--- src/rtl/decode_stage.sv ---
// RV32I decode stage: registered execute-stage controls behind a
// valid/ready handshake on both sides, with an optional one-bubble load-use interlock.
//
// Ports:
//   clk_i, rst_ni            clock, async active-low reset
//   flush_i                  drop the held and the incoming instruction
//   in_valid_i/in_ready_o    fetch-side handshake, instr_i instruction word
//   out_valid_o/out_ready_i  execute-side handshake
//   reg_raddr_a_o/b_o,
//   reg_waddr_o              rs1, rs2, rd (zero-extended to ADDR_WIDTH)
//   alu_op_o, imm_sel_o, data_a_mux_o, data_b_mux_o, pc_mux_o,
//   branch_mux_o, jal_op_o, reg_we_o, mem_read_o, mem_write_o,
//   illegal_o                decoded controls
//
// Build option:
//   DECODE_STAGE_LOAD_USE_INTERLOCK_EN
//     defined:   stall a consumer of a held load's rd for one bubble.
//     undefined: no interlock; execute handles forwarding/stall.
module decode_stage #(
    parameter int ADDR_WIDTH = 5
) (
    input  logic                  clk_i,
    input  logic                  rst_ni,
    input  logic                  flush_i,
    input  logic                  in_valid_i,
    output logic                  in_ready_o,
    input  logic [31:0]           instr_i,
    output logic                  out_valid_o,
    input  logic                  out_ready_i,
    output logic [ADDR_WIDTH-1:0] reg_raddr_a_o,
    output logic [ADDR_WIDTH-1:0] reg_raddr_b_o,
    output logic [ADDR_WIDTH-1:0] reg_waddr_o,
    output logic [3:0]            alu_op_o,
    output logic [2:0]            imm_sel_o,
    output logic                  data_a_mux_o,
    output logic                  data_b_mux_o,
    output logic [1:0]            pc_mux_o,
    output logic [2:0]            branch_mux_o,
    output logic                  jal_op_o,
    output logic                  reg_we_o,
    output logic                  mem_read_o,
    output logic                  mem_write_o,
    output logic                  illegal_o
);

    localparam logic [6:0] OPC_LUI    = 7'h37;
    localparam logic [6:0] OPC_AUIPC  = 7'h17;
    localparam logic [6:0] OPC_JAL    = 7'h6F;
    localparam logic [6:0] OPC_JALR   = 7'h67;
    localparam logic [6:0] OPC_BRANCH = 7'h63;
    localparam logic [6:0] OPC_LOAD   = 7'h03;
    localparam logic [6:0] OPC_STORE  = 7'h23;
    localparam logic [6:0] OPC_OPIMM  = 7'h13;
    localparam logic [6:0] OPC_OP     = 7'h33;
    localparam logic [6:0] OPC_MISC   = 7'h0F;
    localparam logic [6:0] OPC_SYSTEM = 7'h73;

    typedef struct packed {
        logic [ADDR_WIDTH-1:0] ra;
        logic [ADDR_WIDTH-1:0] rb;
        logic [ADDR_WIDTH-1:0] rw;
        logic [3:0]            alu;
        logic [2:0]            imm;
        logic                  am;
        logic                  bm;
        logic [1:0]            pc;
        logic [2:0]            br;
        logic                  jal;
        logic                  we;
        logic                  mr;
        logic                  mw;
        logic                  ill;
    } dec_t;

    dec_t       dec, dec_d, dec_q;
    logic       valid_d, valid_q;
    logic       hazard, accept, ill;
    logic [6:0] opcode, f7;
    logic [2:0] f3;

    assign opcode = instr_i[6:0];
    assign f3     = instr_i[14:12];
    assign f7     = instr_i[31:25];

    function automatic logic [3:0] alu_of(input logic [2:0] fn, input logic alt);
        logic [3:0] r;
        case (fn)
            3'd0:    r = alt ? 4'd1 : 4'd0;
            3'd1:    r = 4'd2;
            3'd2:    r = 4'd3;
            3'd3:    r = 4'd4;
            3'd4:    r = 4'd5;
            3'd5:    r = alt ? 4'd7 : 4'd6;
            3'd6:    r = 4'd8;
            default: r = 4'd9;
        endcase
        return r;
    endfunction

    always_comb begin
        dec    = '0;
        ill    = 1'b0;
        dec.ra = ADDR_WIDTH'(instr_i[19:15]);
        dec.rb = ADDR_WIDTH'(instr_i[24:20]);
        dec.rw = ADDR_WIDTH'(instr_i[11:7]);
        unique case (opcode)
            OPC_LUI: begin
                dec.imm = 3'd3; dec.bm = 1'b1; dec.alu = 4'd10; dec.we = 1'b1;
            end
            OPC_AUIPC: begin
                dec.imm = 3'd3; dec.am = 1'b1; dec.bm = 1'b1; dec.we = 1'b1;
            end
            OPC_JAL: begin
                dec.imm = 3'd4; dec.pc = 2'd2; dec.jal = 1'b1;
                dec.am  = 1'b1; dec.bm = 1'b1; dec.we  = 1'b1;
            end
            OPC_JALR: begin
                dec.imm = 3'd0; dec.pc = 2'd3; dec.jal = 1'b1;
                dec.bm  = 1'b1; dec.we = 1'b1;
            end
            OPC_BRANCH: begin
                dec.imm = 3'd2; dec.pc = 2'd1;
                case (f3)
                    3'd0:    dec.br = 3'd1;
                    3'd1:    dec.br = 3'd2;
                    3'd4:    dec.br = 3'd3;
                    3'd5:    dec.br = 3'd4;
                    3'd6:    dec.br = 3'd5;
                    3'd7:    dec.br = 3'd6;
                    default: ill = 1'b1;
                endcase
            end
            OPC_LOAD: begin
                dec.imm = 3'd0; dec.bm = 1'b1; dec.mr = 1'b1; dec.we = 1'b1;
                ill = (f3 == 3'd3) || (f3 == 3'd6) || (f3 == 3'd7);
            end
            OPC_STORE: begin
                dec.imm = 3'd1; dec.bm = 1'b1; dec.mw = 1'b1;
                ill = f3[2] || (f3 == 3'd3);
            end
            OPC_OPIMM: begin
                dec.imm = 3'd0; dec.bm = 1'b1; dec.we = 1'b1;
                // only the shift-right immediate carries an alternate op
                dec.alu = alu_of(f3, (f3 == 3'd5) && f7[5]);
                ill = ((f3 == 3'd1) && (f7 != 7'h00)) ||
                      ((f3 == 3'd5) && (f7 != 7'h00) && (f7 != 7'h20));
            end
            OPC_OP: begin
                dec.we  = 1'b1;
                dec.alu = alu_of(f3, f7[5]);
                ill = !((f7 == 7'h00) ||
                        ((f7 == 7'h20) && ((f3 == 3'd0) || (f3 == 3'd5))));
            end
            OPC_MISC, OPC_SYSTEM: ;
            default: ill = 1'b1;
        endcase
        if (dec.rw == '0) dec.we = 1'b0;
        // an illegal instruction keeps only its register fields
        if (ill) begin
            dec.alu = '0; dec.imm = '0; dec.am = 1'b0; dec.bm = 1'b0;
            dec.pc  = '0; dec.br  = '0; dec.jal = 1'b0; dec.we = 1'b0;
            dec.mr  = 1'b0; dec.mw = 1'b0;
        end
        dec.ill = ill;
    end

`ifdef DECODE_STAGE_LOAD_USE_INTERLOCK_EN
    logic rs1_used, rs2_used;

    always_comb begin
        rs1_used = (opcode == OPC_JALR)  || (opcode == OPC_BRANCH) ||
                   (opcode == OPC_LOAD)  || (opcode == OPC_STORE)  ||
                   (opcode == OPC_OPIMM) || (opcode == OPC_OP);
        rs2_used = (opcode == OPC_BRANCH) || (opcode == OPC_STORE) ||
                   (opcode == OPC_OP);
        hazard = valid_q && dec_q.mr && (dec_q.rw != '0) &&
                 ((rs1_used && (dec.ra == dec_q.rw)) ||
                  (rs2_used && (dec.rb == dec_q.rw)));
    end
`else
    assign hazard = 1'b0;
`endif

    assign in_ready_o = rst_ni && (!valid_q || out_ready_i) && !hazard;
    assign accept     = in_valid_i && in_ready_o;

    always_comb begin
        valid_d = valid_q;
        dec_d   = dec_q;
        if (flush_i) begin
            valid_d = 1'b0;
        end else if (accept) begin
            valid_d = 1'b1;
            dec_d   = dec;
        end else if (valid_q && out_ready_i) begin
            valid_d = 1'b0;
        end
    end

    always_ff @(posedge clk_i or negedge rst_ni) begin
        if (!rst_ni) begin
            valid_q <= 1'b0;
            dec_q   <= '0;
        end else begin
            valid_q <= valid_d;
            dec_q   <= dec_d;
        end
    end

    assign out_valid_o   = valid_q;
    assign reg_raddr_a_o = dec_q.ra;
    assign reg_raddr_b_o = dec_q.rb;
    assign reg_waddr_o   = dec_q.rw;
    assign alu_op_o      = dec_q.alu;
    assign imm_sel_o     = dec_q.imm;
    assign data_a_mux_o  = dec_q.am;
    assign data_b_mux_o  = dec_q.bm;
    assign pc_mux_o      = dec_q.pc;
    assign branch_mux_o  = dec_q.br;
    assign jal_op_o      = dec_q.jal;
    assign reg_we_o      = dec_q.we;
    assign mem_read_o    = dec_q.mr;
    assign mem_write_o   = dec_q.mw;
    assign illegal_o     = dec_q.ill;

endmodule

--- config.mk ---
export PLATFORM = sky130hd
export DESIGN_NAME = decode_stage
export DESIGN_NICKNAME = d
export VERILOG_FILES = /design/src/rtl/decode_stage.sv
export SDC_FILE = /design/constraint.sdc
export NUM_CORES = 1
export LEC_CHECK = 0
export BUFFER_PORTS_ARGS = -buffer_cell sky130_fd_sc_hd__buf_4
export CORE_MARGIN = 2
export CORE_UTILIZATION = 45
export CTS_BUF_LIST = sky130_fd_sc_hd__clkbuf_8
export DETAILED_ROUTE_END_ITERATION = 7
export HOLD_SLACK_MARGIN = 0.06
export PLACE_DENSITY_LB_ADDON = 0.25
export SLEW_MARGIN = 20
export SYNTH_ARGS = -nofsm -noshare
export SYNTH_HDL_FRONTEND = slang
export SYNTH_SLANG_ARGS = --single-unit
--- constraint.sdc ---
create_clock -name clk_i -period 3.5 [get_ports clk_i]
set_input_delay 0 -clock clk_i [delete_from_list [all_inputs] [get_ports clk_i]]
set_output_delay 0 -clock clk_i [all_outputs]
set_load 0.1 [all_outputs]
## Word-level counts from Yosys, hierarchy flattened

Cells that the tools add are included.

| word-level totals | value |
|---|---|
| output and inout bits | 36 |
| input port bits | 37 |
| flip-flop bits (word level) | 35 |
| logic and storage cells | 90 |

| operators by class | value |
|---|---|
| bitwise logic cells | 1 |
| reductions and logical operators | 30 |
| equal/unequal tests | 20 |
| multiplexer cells | 24 |

Operator list:

| cell | number |
|---|---|
| $pmux W4 S7 | 2 |
| $eq A7 B6 Y1 const B | 4 |
| $eq A7 B7 Y1 const B | 4 |
| $mux W18 | 1 |
| $pmux W3 S6 | 1 |
| $mux W1 | 15 |
| $eq A7 B5 Y1 const B | 2 |
| $reduce_or A7 Y1 | 2 |
| $eq A3 B3 Y1 const B | 4 |
| $pmux W3 S4 | 1 |
| $pmux W4 S3 | 1 |
| $reduce_or A6 Y1 | 2 |
| $logic_and A1 B1 Y1 | 8 |
| $eq A7 B2 Y1 const B | 1 |
| $eq A7 B4 Y1 const B | 1 |
| $logic_not A7 Y1 | 1 |
| $logic_or A1 B1 Y1 | 7 |
| $ne A7 B6 Y1 const B | 1 |
| $reduce_bool A7 Y1 | 1 |
| $eq A3 B2 Y1 const B | 2 |
| $pmux W1 S6 | 1 |
| $pmux W2 S3 | 1 |
| $reduce_or A2 Y1 | 3 |
| $logic_not A5 Y1 | 1 |
| other kinds (7) | 8 |

## Longest topological paths before layout

Gate-level depths: netlist (run 1).

| depth | value |
|---|---|
| depth after elaboration | 7 |
| gate-level depth with buffers | 7 |
| gate-level depth less buffers | 5 |

## Least setup slack after synthesis (run 1)

OpenSTA, ideal clock, no wires.

| path | value |
|---|---|
| kind | reg2reg |
| from | register valid_q, in the netlist out_valid_o |
| to | register dec_q (netlist bit imm_sel_o[2]) |
| stages on the path, launching flop included | 7 |
| library setup time | 0.137 ns |
| clock period less this slack | 2.714 ns |
| slack | 0.786 ns |
| arrival time | 2.577 ns |
| data required time | 3.363 ns |
| path buffers | 1 |
| cell sequence | dfrtp_1 -> nand2b_1 -> and2_1 -> nand3b_1 -> clkbuf_1 -> nand2_1 -> o21ai_0 |

| between the ends | value |
|---|---|
| longest elaborated chain between the ends | 5 |

Ends and longest elaborated chain:

| item | RTL line | text |
|---|---|---|
| start: declaration | 76 | `logic valid_d, valid_q;` |
| start signal: assignment | 205 | `valid_q <= valid_d;` |
| $logic_not A1 Y1 | 184 | `assign in_ready_o = rst_ni && (!valid_q \|\| out_ready_i) && !hazard;` |
| $logic_or A1 B1 Y1 | 184 |  |
| $logic_and A1 B1 Y1 | 184 |  |
| via in_ready_o | 26 | `output logic in_ready_o,` |
| $logic_and A1 B1 Y1 | 185 | `assign accept = in_valid_i && in_ready_o;` |
| $reduce_and A2 Y1 (no line) | n/a |  |
| end signal: assignment | 203 | `dec_q <= '0;` |
| end signal: assignment | 206 | `dec_q <= dec_d;` |
| end: declaration | 75 | `dec_t dec, dec_d, dec_q;` |

The timed path passes the listed nets, and every way through them passes these cells.
A chain may end at the register's enable or synchronous reset.

## Worst setup path in the final report (run 1)

| path | value |
|---|---|
| from | input port rst_ni |
| to | register dec_q (netlist bit branch_mux_o[1]) |

| between the ends | value |
|---|---|
| longest elaborated chain between the ends | 3 |

Ends and longest elaborated chain:

| item | RTL line | text |
|---|---|---|
| start: declaration | 23 | `input logic rst_ni,` |
| $logic_and A1 B1 Y1 | 184 |  |
| $logic_and A1 B1 Y1 | 185 |  |
| $reduce_and A2 Y1 (no line) | n/a |  |

No other way between the ends.

==> reports/results.txt, run 1 <==
outcome: completed
fraction of registers with async set/reset: 1.00
nets: 332
Die ar.: 4430 um^2
Hold Vio Cnt, Final: 0
Fmax: 0.487 GHz
pwr/cell area: 459 nW/um^2
DRT iter0 DRCs: 84
initial antenna violation count: 0
CP max stage cell: dlygate4sd3_1
minimum clock period: 2.05 ns
clock skew: 0.00287 ns
Post-Syn Area: 1760 um^2
endpoint type of the worst setup path: register
I/O pin count: 73
synthesized instance count: 205
die width: 66.5 um
vias per cell: 5.17
DRC errors left: 0
setup TNS: 0 ns
RSZ-0062 raised after global routing: no
final setup fails: 0
final core utilization: 0.702
Crit Path Class: primary input to register
Reg clk slew, reported paths: 0.06 ns
CP required: 3.69 ns
critical path peak fanout: 37
1st-pass router iterations: 4
diode count: 0
M3 GR Usage: 0.0490
Final ANT Viol Nets: 0
register bit total from synthesis: 35
Yosys Warn Count: 0
htree depth: 2
post-synth net total: 242
Final Slew Violations: 0
Post-synth EDFFs: 0
CTS tree: yes
Vias: 1778
most common cell in the netlist: nand2_1
list of most frequent post-synthesis cells: 72 x nand2_1, 35 x dfrtp_1, 16 x o21ai_0, 10 x nor2_1, 8 x clkbuf_1
largest net degree at the start of global routing: 38
Num CTS Buffers: 5
period utilization: 0.587
clk root buf: clkbuf_8
Max-slew headroom: 0.666
Worst-Margin Slew: 0.496 ns
std cell rows: 22
share of the synthesized area in the top cell type: 0.498
MaxCap Viol Count: 0
DP Wirelength: 3110 um
Leak Pwr: 1.31 nW
GRT met1 Usage: 0.271
GRT busiest layer: met2
Peak VDD IR: 0.239 mV
share of cells above drive strength 1: 0.280
Syn Area/Cell: 8.58 um^2
worst-skew pair later-pin latency: 0.28 ns
CP Launch Type: primary input
first-pass GRT wire length: 7360 um
DR WL/cell: 12.7 um
GPL Wtd Cong: 0.835
Routed WL: 4380 um
sequential share of the synthesized area: 0.498
M2 GR Usage: 0.364
arrival time at the worst endpoint: 2.25 ns
Initial Util: 0.473
Area Overhead vs Synth: 48.4%
global-route usage over all layers: 0.220
clk sinks: 35
slowest stage delay, CP: 0.53 ns
vias in the first global route: 1705
Crit path top cell by count: buf_4
Clock Path Buffers: 2
critical-path cell list: dlygate4sd3_1 > buf_4 > and4b_1 > buf_4 > nand2_1 > or4_1 > o21ai_0
IO buf count: 72
ys flop type: dfrtp_1
Core Region: 3720 um^2
worst min path class: primary input to register
global route overflow: 0
post-cts sizing count: 0
die height: 66.5 um
biggest area consumer among synthesized cells: dfrtp_1
Yosys cell types: 41
synth top area cells: dfrtp_1 50%, nand2_1 15%, o21ai_0 4.6%
sequential cells by signal (all words and copies together), names as in the netlist:
register and cells:
data_b_mux_o 1, out_valid_o 1, illegal_o 1, data_a_mux_o 1
reg_we_o 1, branch_mux_o 3, mem_read_o 1, jal_op_o 1
imm_sel_o 3, alu_op_o 4, reg_raddr_b_o 5, pc_mux_o 2
mem_write_o 1, reg_raddr_a_o 5, reg_waddr_o 5
kinds of logic after synthesis:
logic type,Yosys count,share of synthesized area
xor gates and xnor gates,2,0.00996
muxes,2,0.0121
DFF,35,0.498
buffers and inverters,14,0.0363
and+or+nand+nor,111,0.289
AOI/OAI and AO/OA,41,0.154
worst paths after layout:
| path | slack, ns | cells after the start | to | startpoint |
|---|---|---|---|---|
| min in group asynchronous | 0.20 | 2 | reg_raddr_a_o[2]$_DFFE_PN0P_ | rst_ni |
| min | 0.07 | 3 | branch_mux_o[0]$_DFFE_PN0P_ | instr_i[12] |
| min reg2reg | 0.48 | 2 | reg_raddr_b_o[3]$_DFFE_PN0P_ | reg_raddr_b_o[3]$_DFFE_PN0P_ |
| max | 1.45 | 7 | branch_mux_o[1]$_DFFE_PN0P_ | rst_ni |
| max reg2reg | 1.64 | 6 | out_valid_o$_DFFE_PN0P_ | out_valid_o$_DFFE_PN0P_ |
| max in group asynchronous | 2.98 | 2 | branch_mux_o[2]$_DFFE_PN0P_ | rst_ni |
layer usage:
| metal | share of wire | wire length [um] |
|---|---|---|
| met2 | 0.47 | 2060 |
| met5 | 0 | 0 |
| met4 | 0.019 | 85 |
| met1 | 0.45 | 1980 |
| met3 | 0.057 | 249 |
metrics by stage:
stage	setup WS, ns	power (mW)	hold slack, ns	instances	cell area (um^2)
final	1.45	1.20	0.0731	344	2610
after global routing	1.21	1.26	0.0937	344	2610
after CTS	1.41	1.21	0.0657	344	2610
after detailed placement	1.66	0.921	-0.0207	315	2320
after global placement	1.75	0.916	-0.0266	315	2320
after floorplan	0.786	0.798	-0.296	205	1760
final cells by class:
type | count | area (um^2)
fill | 306 | 1110
sequential | 35 | 876
multi-input combinational | 156 | 820
timing repair buffer | 95 | 766
clock buffer | 5 | 68.8
tap | 48 | 60.1
clock inverter | 3 | 12.5
inverter | 2 | 7.51
layout by cell type (no fill, tap or decap), types with 2 or more instances in the layout:
cell and count:
nand2b_1 7, nand3b_1 2, nand2_1 72, nor2_1 10, nor2b_1 2, dlygate4sd3_1 21
o31ai_1 7, dfrtp_1 35, clkbuf_8 5, a21o_1 2, nand3_1 5, nor4_1 2
or4_1 2, o21ai_0 16, buf_4 74, a21oi_1 3, and3_1 2, o211ai_1 2
inv_1 4
what timing repair did:
item	4_1_cts	5_1_grt
hold buffers	21	0
setup buffers	0	0
hold endpoints to repair	54	0
worst max-delay path, delay by kind of cell:
family          cells  cell delay [ns]
buf+inv             3             1.17
simple gates        3             0.84
compound gates      1             0.22
where the power goes:
| group | switching, mW | internal [mW] | total (mW) |
|---|---|---|---|
| combinational | 0.355 | 0.117 | 0.472 |
| sequential | 0.0189 | 0.440 | 0.458 |
| clock | 0.134 | 0.133 | 0.267 |
(Power assumes the default switching activity.)
==> run 2, diff against run 1 <==
clock period = 1.9 ns   (was 3.5 ns; I/O delays follow)
==> reports/results.txt, run 2 (synthesis gave the netlist of run 1 again) <==
Final ANT Viol Nets: 0
placed cells: 320
reg-to-reg slack, setup: 0.15 ns
I/O pin count: 73
initial antenna violation count: 0
slowest stage delay, CP: 0.56 ns
commonest cells after routing, fill and taps aside: 78 x buf_4, 72 x nand2_1, 34 x dfrtp_1
die height: 66.5 um
hold path depth: 3
Crit Path Class: register to register
Initial Util: 0.473
fin worst setup slack: 0.147 ns
std cell rows: 22
period utilization: 0.922
P_sw: 0.940 mW
cell family with most CP delay: buffers and inverters
CP Launch Type: register
GPL Wtd Cong: 0.862
Num CTS Buffers: 5
Hold Vio Cnt, Final: 0
DRT iter0 DRCs: 116
CTS tree: yes
Non-Filler Cell Area, Final: 2660 um^2
most common cell after layout, fill and taps aside: buf_4
nets: 337
htree depth: 2
vias per cell: 5.20
Area Overhead vs Synth: 51.1%
Cell Int Power: 1.28 mW
Max-slew headroom: 0.630
Final Slew Violations: 0
Leak Pwr: 1.34 nW
hold endpoint: branch_mux_o[0]$_DFFE_PN0P_
CP max stage cell: dlygate4sd3_1
first-pass GRT wire length: 7720 um
final core utilization: 0.715
arrival time at the worst endpoint: 1.92 ns
Fmax: 0.571 GHz
largest net degree at the start of global routing: 36
RR Startpoint: out_valid_o$_DFFE_PN0P_
global route overflow: 0
clk sinks: 35
vias in the first global route: 1780
die width: 66.5 um
clock skew: 0.00436 ns
RSZ-0062 raised after global routing: no
Design Power: 2.22 mW
1st-pass router iterations: 4
Reg clk slew, reported paths: 0.06 ns
worst min path class: primary input to register
clk root buf: clkbuf_8
Peak VDD IR: 0.519 mV
endpoint type of the worst setup path: register
reg-to-reg endpoint: out_valid_o$_DFFE_PN0P_
Place WS: 0.254 ns
Flop pwr share: 0.381
hold_ws: 0.0686 ns
outcome: completed
Core Region: 3720 um^2
critical-path cell list: nand2b_1 > and2_4 > nand3b_1 > buf_6 > o21ai_0 > dlygate4sd3_1
Clock Path Buffers: 2
switch share: 0.424
final setup fails: 0
Post-Place Cell Area: 2360 um^2
Vias: 1815
global-route usage over all layers: 0.233
DR WL/cell: 13.4 um
crit path buf inv count: 2
hold path start: instr_i[12]
clock share of power: 0.221
CP required: 2.07 ns
DP Wirelength: 3280 um
IO buf count: 72
Layout Cells excl Fill: 349
Die ar.: 4430 um^2
share of cells above drive strength 1: 0.299
critical path peak fanout: 22
reg2reg path depth: 6
setup TNS: 0 ns
diode count: 0
Routed WL: 4680 um
MaxCap Viol Count: 0
Worst-Margin Slew: 0.549 ns
worst-skew pair later-pin latency: 0.28 ns
pwr/cell area: 835 nW/um^2
DRC errors left: 0
minimum clock period: 1.75 ns
combinational share of power: 0.398
-- run 2: cell count changes in the layout (fill, tap and decap cells not counted) --
cell / previous run / this run
dfrtp_4: 0 / 1
buf_6: 0 / 1
and2_1: 1 / 0
buf_4: 74 / 78
and2_4: 0 / 1
dfrtp_1: 35 / 34
-- run 2: how the worst max path moves through the flow --
stage                                  from                          end  slack, ns  depth (start not counted)
detailed placement  out_valid_o$_DFFE_PN0P_  branch_mux_o[1]$_DFFE_PN0P_       0.25                          5
floorplan           out_valid_o$_DFFE_PN0P_     imm_sel_o[2]$_DFFE_PN0P_      0.004                          6
finish              out_valid_o$_DFFE_PN0P_      out_valid_o$_DFFE_PN0P_       0.15                          6
CTS                 out_valid_o$_DFFE_PN0P_      out_valid_o$_DFFE_PN0P_       0.12                          6
global placement    out_valid_o$_DFFE_PN0P_  branch_mux_o[1]$_DFFE_PN0P_       0.30                          5
global route        out_valid_o$_DFFE_PN0P_      out_valid_o$_DFFE_PN0P_       0.05                          6
-- run 2: area by class of cell --
cell class | count | area (um^2)
inverters | 2 | 7.51
flip-flops and latches | 35 | 880
multi-input cells | 156 | 822
clock inverters | 3 | 12.5
repair buffers | 100 | 807
fillers | 303 | 1060
clock buffers | 5 | 68.8
well taps | 48 | 60.1
-- run 2: timing repair --
item                                   CTS  global route
hold buffers                            21             0
endpoints found under the hold margin   54             0
buffers inserted                         0             0
setup endpoints to repair                0             1
resized for setup                        0             1
-- run 2: power by group through the flow --
| stage | Combinational, mW | Sequential [mW] | Clock (mW) |
|---|---|---|---|
| 5_1_grt | 0.930 | 0.852 | 0.538 |
| 3_5_place_dp | 0.848 | 0.859 | 0 |
| 6_report | 0.884 | 0.845 | 0.490 |
| 4_1_cts | 0.883 | 0.844 | 0.506 |
| 2_1_floorplan | 0.141 | 1.33 | 0 |
| 3_3_place_gp | 0.841 | 0.854 | 0 |
-- run 2: tightest hold or removal path: stages --
cell      delay, ns
buf_4          0.14
nand2b_1       0.11
o21ai_0        0.06
-- run 2: per-layer routing --
metal / global-route usage / up-vias / part of all wire
met5: 0 / - / 0
met4: 0.0816 / 0 / 0.013
li1: - / 893 / -
met2: 0.414 / 60 / 0.50
met1: 0.271 / 857 / 0.43
met3: 0.0591 / 5 / 0.053
